$ cat config.mk
export PLATFORM = sky130hd
export DESIGN_NAME = ram_3port_arbiter
export DESIGN_NICKNAME = d
export VERILOG_FILES = /design/src/rtl/ram_3port_arbiter.sv
export SDC_FILE = /design/constraint.sdc
export NUM_CORES = 1
export LEC_CHECK = 0
export CAP_MARGIN = 10
export CELL_PAD_IN_SITES_DETAIL_PLACEMENT = 0
export CELL_PAD_IN_SITES_GLOBAL_PLACEMENT = 2
export CORE_AREA = 2 2 255 257
export CTS_CLUSTER_SIZE = 14
export DETAILED_ROUTE_END_ITERATION = 8
export DIE_AREA = 0 0 257 259
export PLACE_DENSITY = 0.69
export SYNTH_ARGS = -nofsm -noshare
export SYNTH_HDL_FRONTEND = slang
export SYNTH_SLANG_ARGS = --single-unit
$ cat constraint.sdc
create_clock -name clk -period 6.2 [get_ports clk]
set_input_delay 1.24 -clock clk [delete_from_list [all_inputs] [get_ports clk]]
set_output_delay 1.24 -clock clk [all_outputs]
set_load 0.1 [all_outputs]
$ cat src/rtl/ram_3port_arbiter.sv
// Zero-initialising, arbitrating front end for a 1-write / 2-read RAM with
// four read requesters, two write requesters and same-cycle write forwarding.
//   state   | meaning
//   ST_RST  | one cycle after reset, all outputs quiet
//   ST_INIT | writing zero to address r_init_cnt every cycle
//   ST_RUN  | arbitrating read and write requests
module ram_3port_arbiter #(
    parameter int ADDR_WIDTH = 6,
    parameter int DATA_WIDTH = 64
) (
    input  logic                      clk,
    input  logic                      rst_n,
    input  logic                      clr,
    output logic                      init_done,
    input  logic [3:0]                rd_req,
    input  logic [4*ADDR_WIDTH-1:0]   rd_addr,
    output logic [3:0]                rd_gnt,
    output logic [3:0]                rd_rsp_valid,
    output logic [4*DATA_WIDTH-1:0]   rd_rsp_data,
    input  logic [1:0]                wr_req,
    input  logic [2*ADDR_WIDTH-1:0]   wr_addr,
    input  logic [2*DATA_WIDTH-1:0]   wr_data,
    output logic [1:0]                wr_gnt,
    output logic                      ram_write_en,
    output logic [ADDR_WIDTH-1:0]     ram_write_addr,
    output logic [DATA_WIDTH-1:0]     ram_write_data,
    output logic [ADDR_WIDTH-1:0]     ram_read_addr1,
    output logic [ADDR_WIDTH-1:0]     ram_read_addr2,
    input  logic [DATA_WIDTH-1:0]     ram_read_data1,
    input  logic [DATA_WIDTH-1:0]     ram_read_data2
);

    typedef enum logic [1:0] {ST_RST, ST_INIT, ST_RUN} state_t;

    state_t                r_state;
    state_t                w_next_state;
    logic [ADDR_WIDTH-1:0] r_init_cnt;
    logic [1:0]            r_rd_ptr;
    logic [1:0]            w_rd_ptr_nxt;
    logic                  r_wr_ptr;
    logic                  w_wr_sel;
    logic                  w_wr_any;
    logic [1:0]            w_port_vld;
    logic [1:0]            w_port_idx [2];
    logic [ADDR_WIDTH-1:0] w_rd_addr_a [4];

    // Per read port: response pending, owning requester, forward flag and data
    logic [1:0]            r_p_vld;
    logic [1:0]            r_p_idx [2];
    logic [1:0]            r_p_fwd;
    logic [DATA_WIDTH-1:0] r_p_fwd_data [2];

    always_comb begin
        for (int i = 0; i < 4; i++) begin
            w_rd_addr_a[i] = rd_addr[i*ADDR_WIDTH +: ADDR_WIDTH];
        end
    end

    always_comb begin
        w_next_state   = r_state;
        rd_gnt         = '0;
        wr_gnt         = '0;
        w_port_vld     = '0;
        w_port_idx[0]  = '0;
        w_port_idx[1]  = '0;
        w_rd_ptr_nxt   = r_rd_ptr;
        w_wr_sel       = r_wr_ptr;
        w_wr_any       = 1'b0;
        init_done      = 1'b0;
        ram_write_en   = 1'b0;
        ram_write_addr = '0;
        ram_write_data = '0;
        ram_read_addr1 = '0;
        ram_read_addr2 = '0;
        case (r_state)
            ST_RST: w_next_state = ST_INIT;
            ST_INIT: begin
                ram_write_en   = 1'b1;
                ram_write_addr = r_init_cnt;
                if (!clr && r_init_cnt == '1) w_next_state = ST_RUN;
            end
            ST_RUN: begin
                init_done = 1'b1;
                if (clr) w_next_state = ST_INIT;
                // Rotating scan from r_rd_ptr; first hit takes port 1, second port 2
                for (int k = 0; k < 4; k++) begin
                    logic [1:0] v_idx;
                    v_idx = r_rd_ptr + 2'(k);
                    if (rd_req[v_idx]) begin
                        if (!w_port_vld[0]) begin
                            w_port_vld[0] = 1'b1;
                            w_port_idx[0] = v_idx;
                            rd_gnt[v_idx] = 1'b1;
                            w_rd_ptr_nxt  = v_idx + 2'd1;
                        end else if (!w_port_vld[1]) begin
                            w_port_vld[1] = 1'b1;
                            w_port_idx[1] = v_idx;
                            rd_gnt[v_idx] = 1'b1;
                            w_rd_ptr_nxt  = v_idx + 2'd1;
                        end
                    end
                end
                if (w_port_vld[0]) ram_read_addr1 = w_rd_addr_a[w_port_idx[0]];
                if (w_port_vld[1]) ram_read_addr2 = w_rd_addr_a[w_port_idx[1]];
                if (wr_req[r_wr_ptr]) begin
                    w_wr_sel = r_wr_ptr;
                    w_wr_any = 1'b1;
                end else if (wr_req[~r_wr_ptr]) begin
                    w_wr_sel = ~r_wr_ptr;
                    w_wr_any = 1'b1;
                end
                if (w_wr_any) begin
                    wr_gnt[w_wr_sel] = 1'b1;
                    ram_write_en     = 1'b1;
                    ram_write_addr   = w_wr_sel ? wr_addr[2*ADDR_WIDTH-1:ADDR_WIDTH]
                                                : wr_addr[ADDR_WIDTH-1:0];
                    ram_write_data   = w_wr_sel ? wr_data[2*DATA_WIDTH-1:DATA_WIDTH]
                                                : wr_data[DATA_WIDTH-1:0];
                end
            end
            default: w_next_state = ST_RST;
        endcase
    end

    always_ff @(posedge clk or negedge rst_n) begin
        if (!rst_n) begin
            r_state         <= ST_RST;
            r_init_cnt      <= '0;
            r_rd_ptr        <= '0;
            r_wr_ptr        <= 1'b0;
            r_p_vld         <= '0;
            r_p_fwd         <= '0;
            r_p_idx[0]      <= '0;
            r_p_idx[1]      <= '0;
            r_p_fwd_data[0] <= '0;
            r_p_fwd_data[1] <= '0;
        end else begin
            r_state <= w_next_state;
            // Wraps to zero after the last address, which is also the RUN value
            if (r_state == ST_INIT && !clr) r_init_cnt <= r_init_cnt + 1'b1;
            else                            r_init_cnt <= '0;
            r_rd_ptr <= w_rd_ptr_nxt;
            if (w_wr_any) r_wr_ptr <= ~w_wr_sel;
            r_p_vld    <= w_port_vld;
            r_p_idx[0] <= w_port_idx[0];
            r_p_idx[1] <= w_port_idx[1];
            r_p_fwd[0] <= w_port_vld[0] && w_wr_any && (ram_read_addr1 == ram_write_addr);
            r_p_fwd[1] <= w_port_vld[1] && w_wr_any && (ram_read_addr2 == ram_write_addr);
            r_p_fwd_data[0] <= ram_write_data;
            r_p_fwd_data[1] <= ram_write_data;
        end
    end

    always_comb begin
        rd_rsp_valid = '0;
        rd_rsp_data  = '0;
        for (int i = 0; i < 4; i++) begin
            if (r_p_vld[0] && r_p_idx[0] == 2'(i)) begin
                rd_rsp_valid[i] = 1'b1;
                rd_rsp_data[i*DATA_WIDTH +: DATA_WIDTH] = r_p_fwd[0] ? r_p_fwd_data[0] : ram_read_data1;
            end
            if (r_p_vld[1] && r_p_idx[1] == 2'(i)) begin
                rd_rsp_valid[i] = 1'b1;
                rd_rsp_data[i*DATA_WIDTH +: DATA_WIDTH] = r_p_fwd[1] ? r_p_fwd_data[1] : ram_read_data2;
            end
        end
    end

endmodule

### Word-level counts from Yosys, hierarchy flattened

Cells that the tools add are included.
W data, S select, Z words.

| word-level totals | value |
|---|---|
| flip-flop bits (word level) | 83 |
| word-level logic and storage cells | 198 |

| cells by class | value |
|---|---|
| add/sub/neg operators | 7 |
| magnitude comparators | 14 |
| eq/ne operators | 13 |
| mux-type cells | 124 |
| bitwise gates (word level) | 7 |
| reduce and logical (&&, ||, !) cells | 24 |

Operator list:

| cell | count |
|---|---|
| $mux W64 | 13 |
| $mux W4 | 20 |
| $mux W6 | 11 |
| $mux W2 | 31 |
| $mux W1 | 35 |
| $bmux W6 S2 | 2 |
| $logic_and A1 B1 Y1 | 19 |
| $eq A6 B6 Y1 | 2 |
| $lt A2 B3 Y1 const B | 4 |
| $or A4 B4 Y4 | 3 |
| $pmux W6 S2 | 1 |
| $eq A2 B2 Y1 const B | 5 |
| $add A2 B1 Y2 const B | 4 |
| $bmux W1 S2 | 4 |
| $demux W1 S2 | 4 |
| $ge A2 B1 Y1 const B | 4 |
| $add A6 B1 Y6 const B | 1 |
| $eq A2 B1 Y1 const B | 3 |
| $eq A6 B6 Y1 const B | 1 |
| $ge A3 B3 Y1 const B | 2 |
| $logic_not A2 Y1 | 3 |
| $lt A1 B2 Y1 const B | 3 |
| $not A2 Y3 | 2 |
| $pmux W2 S3 | 1 |
| other kinds (8) | 11 |

### Logic depth before layout (Yosys ltp)

| depth | value |
|---|---|
| depth after elaboration | 22 |
| gate-level depth with buffers | 14 |

### Worst setup path after synthesis

Ideal clock, no wire load.

| path | value |
|---|---|
| kind | input port to output port |
| from | input rd_req[3] |
| to | output ram_read_addr2[5] |
| arrival time | 5.270 ns |
| required time | 4.960 ns |
| path slack | -0.310 ns |
| stages on the path | 8 |
| path buffers | 2 |
| path through | mux4_2 buf_6 clkbuf_1 ha_1 a311o_1 o21ai_2 nor2_1 a211oi_1 |

| between the ends | value |
|---|---|
| cells in the longest elaborated chain, start to end | 20 |

RTL lines:

| item | line | text |
|---|---|---|
| start: declaration | 15 | `input logic [3:0] rd_req,` |
| $bmux W1 S2 | 89 | `if (rd_req[v_idx]) begin` |
| $mux W1 (not written as such) | 89 |  |
| $mux W1 | 89 |  |
| $mux W2 | 75 | `case (r_state)` |
| $mux W1 | 90 | `if (!w_port_vld[0]) begin` |
| $mux W2 | 89 |  |
| $mux W2 | 75 |  |
| $mux W2 / $mux W1 (equally long branches) | 95, 90 |  |
| [3 not listed] | - |  |
| $mux W2 | 90 |  |
| $mux W4 | 89 |  |
| $mux W4 | 75 |  |
| $not A2 Y3 (not written as such) | 104 | `if (w_port_vld[1]) ram_read_addr2 = w_rd_addr_a[w_port_idx[1]];` |
| $bmux W6 S2 | 104 |  |
| $mux W6 (not written as such) (2 in a row) | 104 |  |
| $mux W6 (*) | 104 |  |
| $mux W6 (*) | 75 |  |
| end: declaration | 28 | `output logic [ADDR_WIDTH-1:0] ram_read_addr2,` |

Every way passes the cells marked *; elsewhere a longest branch is shown, timed or not. The select of a mux whose other input is x is not followed.

### Worst setup path after layout

| path | value |
|---|---|
| from | input rd_req[0] |
| to | output ram_read_addr2[4] |

Same word-level chain as after synthesis.

==> run metrics <==
status=finished, final reports clean; Worst setup SP type=primary input; Post-synth EDFFs=0; post-route DRC violation count=0; hold buffers post-CTS=0; worst reg2reg endpoint=r_p_fwd[1]; clock power share=a little over 9%; Detailed Routing Iterations Pass 1=8; first-pass GRT wire length=~100000 um; fmax=171.1 MHz; share of the synthesized area in the top cell type=21.97%; WL final=just over 70000 um; Die X=around 260 um; initial antenna violation count=8; path depth of the worst reg2reg path=10; Setup CP Type=in -> out; FILL cells=6861; clock-pin slew on the worst setup and hold paths=0.07 ns; clock buffer depth=2; area leader, netlist=dfrtp_1; vias in the first global route=13050; worst reg2reg startpoint=r_rd_ptr[1]; critical path required time=4.96 ns; Post-Place Cells=2764; Final Worst Setup Slack=between 0.3 and 0.4 ns; die height=259 um; ratio of routed vias to standard cells=4.773; Sw Share=66.03%; syn nets=1654; die area=66560 um2; Syn Inst Count=1341; TritonCTS clock tree=built; CTS HTree Levels=3; Post-synth ARST share=100.0%; RSZ-0062 raised after global routing=no; post-synth cell types=79; Logic pwr share=81.3%; Rows=between 90 and 100; total grt overflow=0; Pint=2.686 mW; Hold Startpoint=r_init_cnt[0]; Root Driver=clkbuf_16; Static Leakage=6.268 nW; Placement Setup Slack=0.3913 ns; GRT Util Overall=20.34%; register bit count reported by yosys=83; Post-DP HPWL=54400 um; largest net degree at the start of global routing=72; worst-path fanout max=17; Post-CTS Setup Repair Bufs=0; Synth Cell Area=roughly 9500 um2; multi-input combinational cell area=between 6000 and 7000 um2; prevailing post-synth register cell=dfrtp_1; Hold EP=r_init_cnt[0]; hold depth=1; DRT antenna net count=0; # Max-Cap Violations=0; Layout Skew=0.01595 ns; critical path arrival=4.60 ns; synthesized area per cell=a little over 7 um2; setup violators final=0; Skew-Pair Late Insertion Delay=about 0.4 ns; Sequential Power Share=9.6%; PD cells=456.3 nW/um2; r2r setup slk=1.71 ns; Vias=13300; TritonCTS Sinks=slightly above 80; worst slew pin tran=1.175 ns; register area=2085 um2; post-CTS sizing=0; Final Hold Vio Count=0; I/O Buffers=650; WHS=between 0.5 and 0.6 ns; DRT iter0 DRCs=1104; total core area=63880 um2; WL/cell=between 20 and 30 um; Seq/Total Area, Yosys=21.97%; number of CTS-inserted buffers=9; Nets=2233; Util after Layout=27.13%; Setup crit end kind=output pin; period utilization=94.27%; HP Class=reg -> reg; GPL Wtd Cong=0.9490; Top Ports=651; Tmin final=5.845 ns; Slew Limit Fails=0; Synth area leaders=dfrtp_1 (22%), o21ai_0 (14%), nand3_1 (11%); Finished Layout Cells=2786; Initial Util=between 10 and 15%; P_sw=5.222 mW; relative slew slack=21.34%; TNS Setup=0 ns; Max IR drop VDD=0.2424 mV; fraction of layout cells with a size suffix above 1=13.71%; total of warnings raised by yosys=0; Area Overhead vs Synth=83.32%
## worst max path at each step
stage	startpoint	end	slack [ns]	cells past startpoint
global route	rd_req[0]	ram_read_addr2[1]	0.19	9
CTS	rd_req[0]	ram_read_addr2[4]	0.38	9
floorplan	rd_req[3]	ram_read_addr1[2]	0.38	9
global placement	rd_req[0]	ram_read_addr2[4]	0.44	9
finish	rd_req[0]	ram_read_addr2[4]	0.36	9
detailed placement	rd_req[0]	ram_read_addr2[4]	0.39	9
## state kept, by name (all words and copies together) (netlist names)
register	flops
r_p_fwd_data	64
r_init_cnt	6
r_p_idx	4
r_p_fwd	2
r_p_vld	2
r_rd_ptr	2
r_state	2
r_wr_ptr	1
## worst max-delay path: stages
cell	delay, ns
clkdlybuf4s50_1	0.60
mux4_2	0.74
xnor2_1	0.25
o21ai_2	0.35
a21boi_2	0.52
mux2_2	0.42
o21ai_0	0.19
nor2_1	0.11
buf_12	0.18
## cell families after synthesis
kind of cell | after synthesis | synth area share [%]
AND/OR/NAND/NOR | 499 | 24.50
AO/OA/AOI/OAI | 437 | 27.11
multiplexers | 151 | 17.52
buffers and inverters | 150 | 6.380
flip-flops | 83 | 21.97
adder cells (fa/ha/maj) | 13 | 1.694
XOR/XNOR | 8 | 0.8207
## per-layer routing
metal	vias to the layer above	global-route usage, %	share of wire (%)
met5	-	0	0.035
met4	4	5.879	2.3
met3	69	4.472	6.7
met2	643	36.35	51
met1	6528	24.32	40
li1	6054	-	-
## power groups by stage
stage	combinational, mW	clock, mW	sequential, mW
6_report	6.43	0.717	0.762
5_1_grt	6.71	0.740	0.776
4_1_cts	6.45	0.735	0.762
3_3_place_gp	6.43	0	0.768
2_1_floorplan	4.64	0	0.704
3_5_place_dp	6.43	0	0.772
## final cells by class
| type | instances | share of cell area, % |
|---|---|---|
| sequential | 83 | 12.03 |
| timing repair buffer | 694 | 39.57 |
| clock inverter | 7 | 0.7220 |
| antenna | 6 | 0.08664 |
| multi-input combinational | 1108 | 39.60 |
| inverter | 24 | 0.5199 |
| tap | 855 | 6.173 |
| clock buffer | 9 | 1.300 |
## through the flow
step | area (um2) | total power, mW
6_report | 17330 | 7.908
5_1_grt | 17320 | 8.230
4_1_cts | 17310 | 7.942
3_5_place_dp | 16960 | 7.203
3_3_place_gp | 16960 | 7.202
2_1_floorplan | 9458 | 5.348
## synth_stat cells (2+ instances only)
cell type,count
o21ai_0,269
nand3_1,206
nand2_1,202
clkbuf_1,100
dfrtp_1,83
mux2i_1,74
a21oi_1,71
mux2_2,71
nor2_1,32
inv_1,24
buf_1,16
a22o_1,13
ha_1,12
o211ai_1,12
a222oi_1,10
and3_1,9
nand2b_1,9
o22ai_1,9
a31oi_1,6
nand4_1,6
buf_2,5
nor2b_1,5
nor3_1,5
and2_1,4
buf_6,4
mux4_2,4
nand3b_1,4
o2111ai_1,4
o221ai_1,4
or3_1,4
xnor2_1,4
a21o_1,3
o21ai_1,3
xor2_1,3
a211oi_1,2
o21ai_2,2
o32a_1,2
o41ai_1,2
or3_4,2
or3b_2,2
## placed cells by master, fill, tap and decap left out, types with 4 or more instances in the layout
master,netlist,routed
clkbuf_16,0,9
clkdlybuf4s50_1,0,558
nor3_1,5,5
a222oi_1,10,10
nand3b_1,4,4
o21ai_0,269,269
mux2i_1,74,74
or3_1,4,4
ha_1,12,12
a21oi_1,71,68
inv_1,24,24
a22o_1,13,13
diode_2,0,6
and3_1,9,9
nand2_1,202,202
mux2_2,71,71
nand4_1,6,6
and2_1,4,4
a31oi_1,6,6
o2111ai_1,4,4
dfrtp_1,83,81
o221ai_1,4,4
mux4_2,4,4
nor2_1,32,31
nor2b_1,5,4
buf_12,0,20
buf_4,1,116
nand3_1,206,205
o211ai_1,12,12
o22ai_1,9,9
xnor2_1,4,4
nand2b_1,9,9
(Power assumes the default switching activity.)
==> variant: new RTL, config.mk and constraints unchanged <==
The 3 states of `state_t` get a one-hot encoding in 3 bits.
--- a/src/rtl/ram_3port_arbiter.sv
+++ b/src/rtl/ram_3port_arbiter.sv
@@ -32,3 +32,3 @@
 
-    typedef enum logic [1:0] {ST_RST, ST_INIT, ST_RUN} state_t;
+    typedef enum logic [2:0] {ST_RST = 3'b001, ST_INIT = 3'b010, ST_RUN = 3'b100} state_t;
 
Check against the original RTL: no difference found for any inputs over 10 cycles, from zero or initial values and one cycle with rst_n low; not proved beyond that.
==> variant against the original RTL <==
  * Clock skew fell by 0.0096 ns
  * Global-route usage fell by 0.31 points
  * Sequential share of layout area rose by 0.29 points
  * Routed wire length fell by 2.3%
  * Synthesized area fell by 1.9%
  * Cell area fell by 1.1%
  * Sequential cell count rose by 1
  * Worst setup slack improved by 0.035 ns
  * Highest routed layer unchanged
Power is left out: it rests on default switching activity, and per cell area and clock period it moved more than threefold.
==> variant: results <==
set metrics [dict create \
    status "finished clean" \
    seq_area_frac_synth 0.227 \
    wl_mm 69.6 \
    yosys-top-cells-count "o21ai_0 (270), nand2_1 (206), nand3_1 (199)" \
    synthMuxAreaShare 0.192 \
    antenna_found_initial 19 \
    synthAdderAreaFrac 0.0127 \
    grt_util_met1 0.247 \
    synth.distinct_cells 71 \
    grt_max_degree 85 \
    r2r_cells 12 \
    synth-xor-area-share 0.0142 \
    avgSynthCellArea_um2 7.10 \
    crit_start "rd_req[3]" \
    worst_slew_pin_slew_ns 1.14 \
    drt_iter0_drc 1228 \
    synth_fp_nets 1614 \
    crit_fanout 12 \
    dp_hpwl_mm 53.0 \
    grt_first_pass_wirelength_mm 96.9 \
    top_regs "r_p_fwd_data: 64 flops, r_init_cnt: 6 flops, r_p_idx: 4 flops" \
    wl_met1_mm 28.8 \
    grt_pass1_vias 12388 \
    stdcell_count 2750 \
    grt_use_met2 0.346 \
    routabilityCongestion 0.906 \
    min_period_ns 5.81 \
    route.met2.wl_mm 34.5 \
    synthTopCellsByArea "dfrtp_1 (22%), o21ai_0 (15%), nand3_1 (11%)" \
    fin_skew_ns 0.00633 \
    io_buffers 650 \
    dp_cells 2719 \
    cts_root_buf "clkbuf_16" \
    slowest_delay_ns 0.66 \
    grtUsageTotal 0.200 \
    dr_wl_met3_mm 4.75 \
    clockBufferDepth 2 \
    clkLatencyLatePin_ns 0.38 \
    hold_start "r_state[2]" \
    use_met3 0.0487 \
    min_delay_worst_endpoint "r_state[0]" \
    crit_end "ram_read_addr2[1]" \
    place_ws_ns 0.421 \
    arrival_ns 4.57 \
    viasPerCell 4.68 \
    synth-compound-area-share 0.246 \
]
[variant: cell count changes in the layout (fill, tap and decap cells not counted), sizes merged, moves of 7 or more]
cell    change
nor2       -10
mux2i      +10
o211ai     -10
nand3       -7
inv        -10
diode       +9
[variant: cell families (layout without fill, tap and decap cells)]
group | after synthesis | after routing
AOI/OAI and AO/OA | 407 | 407
xor gates and xnor gates | 15 | 15
adders and majority gates | 10 | 10
buffers and inverters | 146 | 720
DFF | 84 | 84
muxes | 159 | 159
other | 0 | 15
and+or+nand+nor | 485 | 485
[variant: final cells by class]
class | instances | area (µm²)
inverters | 15 | 56.3
multi-input cells | 1076 | 6660
well taps | 855 | 1070
clock inverters | 5 | 131
clock buffers | 11 | 243
diodes | 15 | 37.5
flip-flops and latches | 84 | 2110
repair buffers | 689 | 6830
fillers | 6941 | 46700
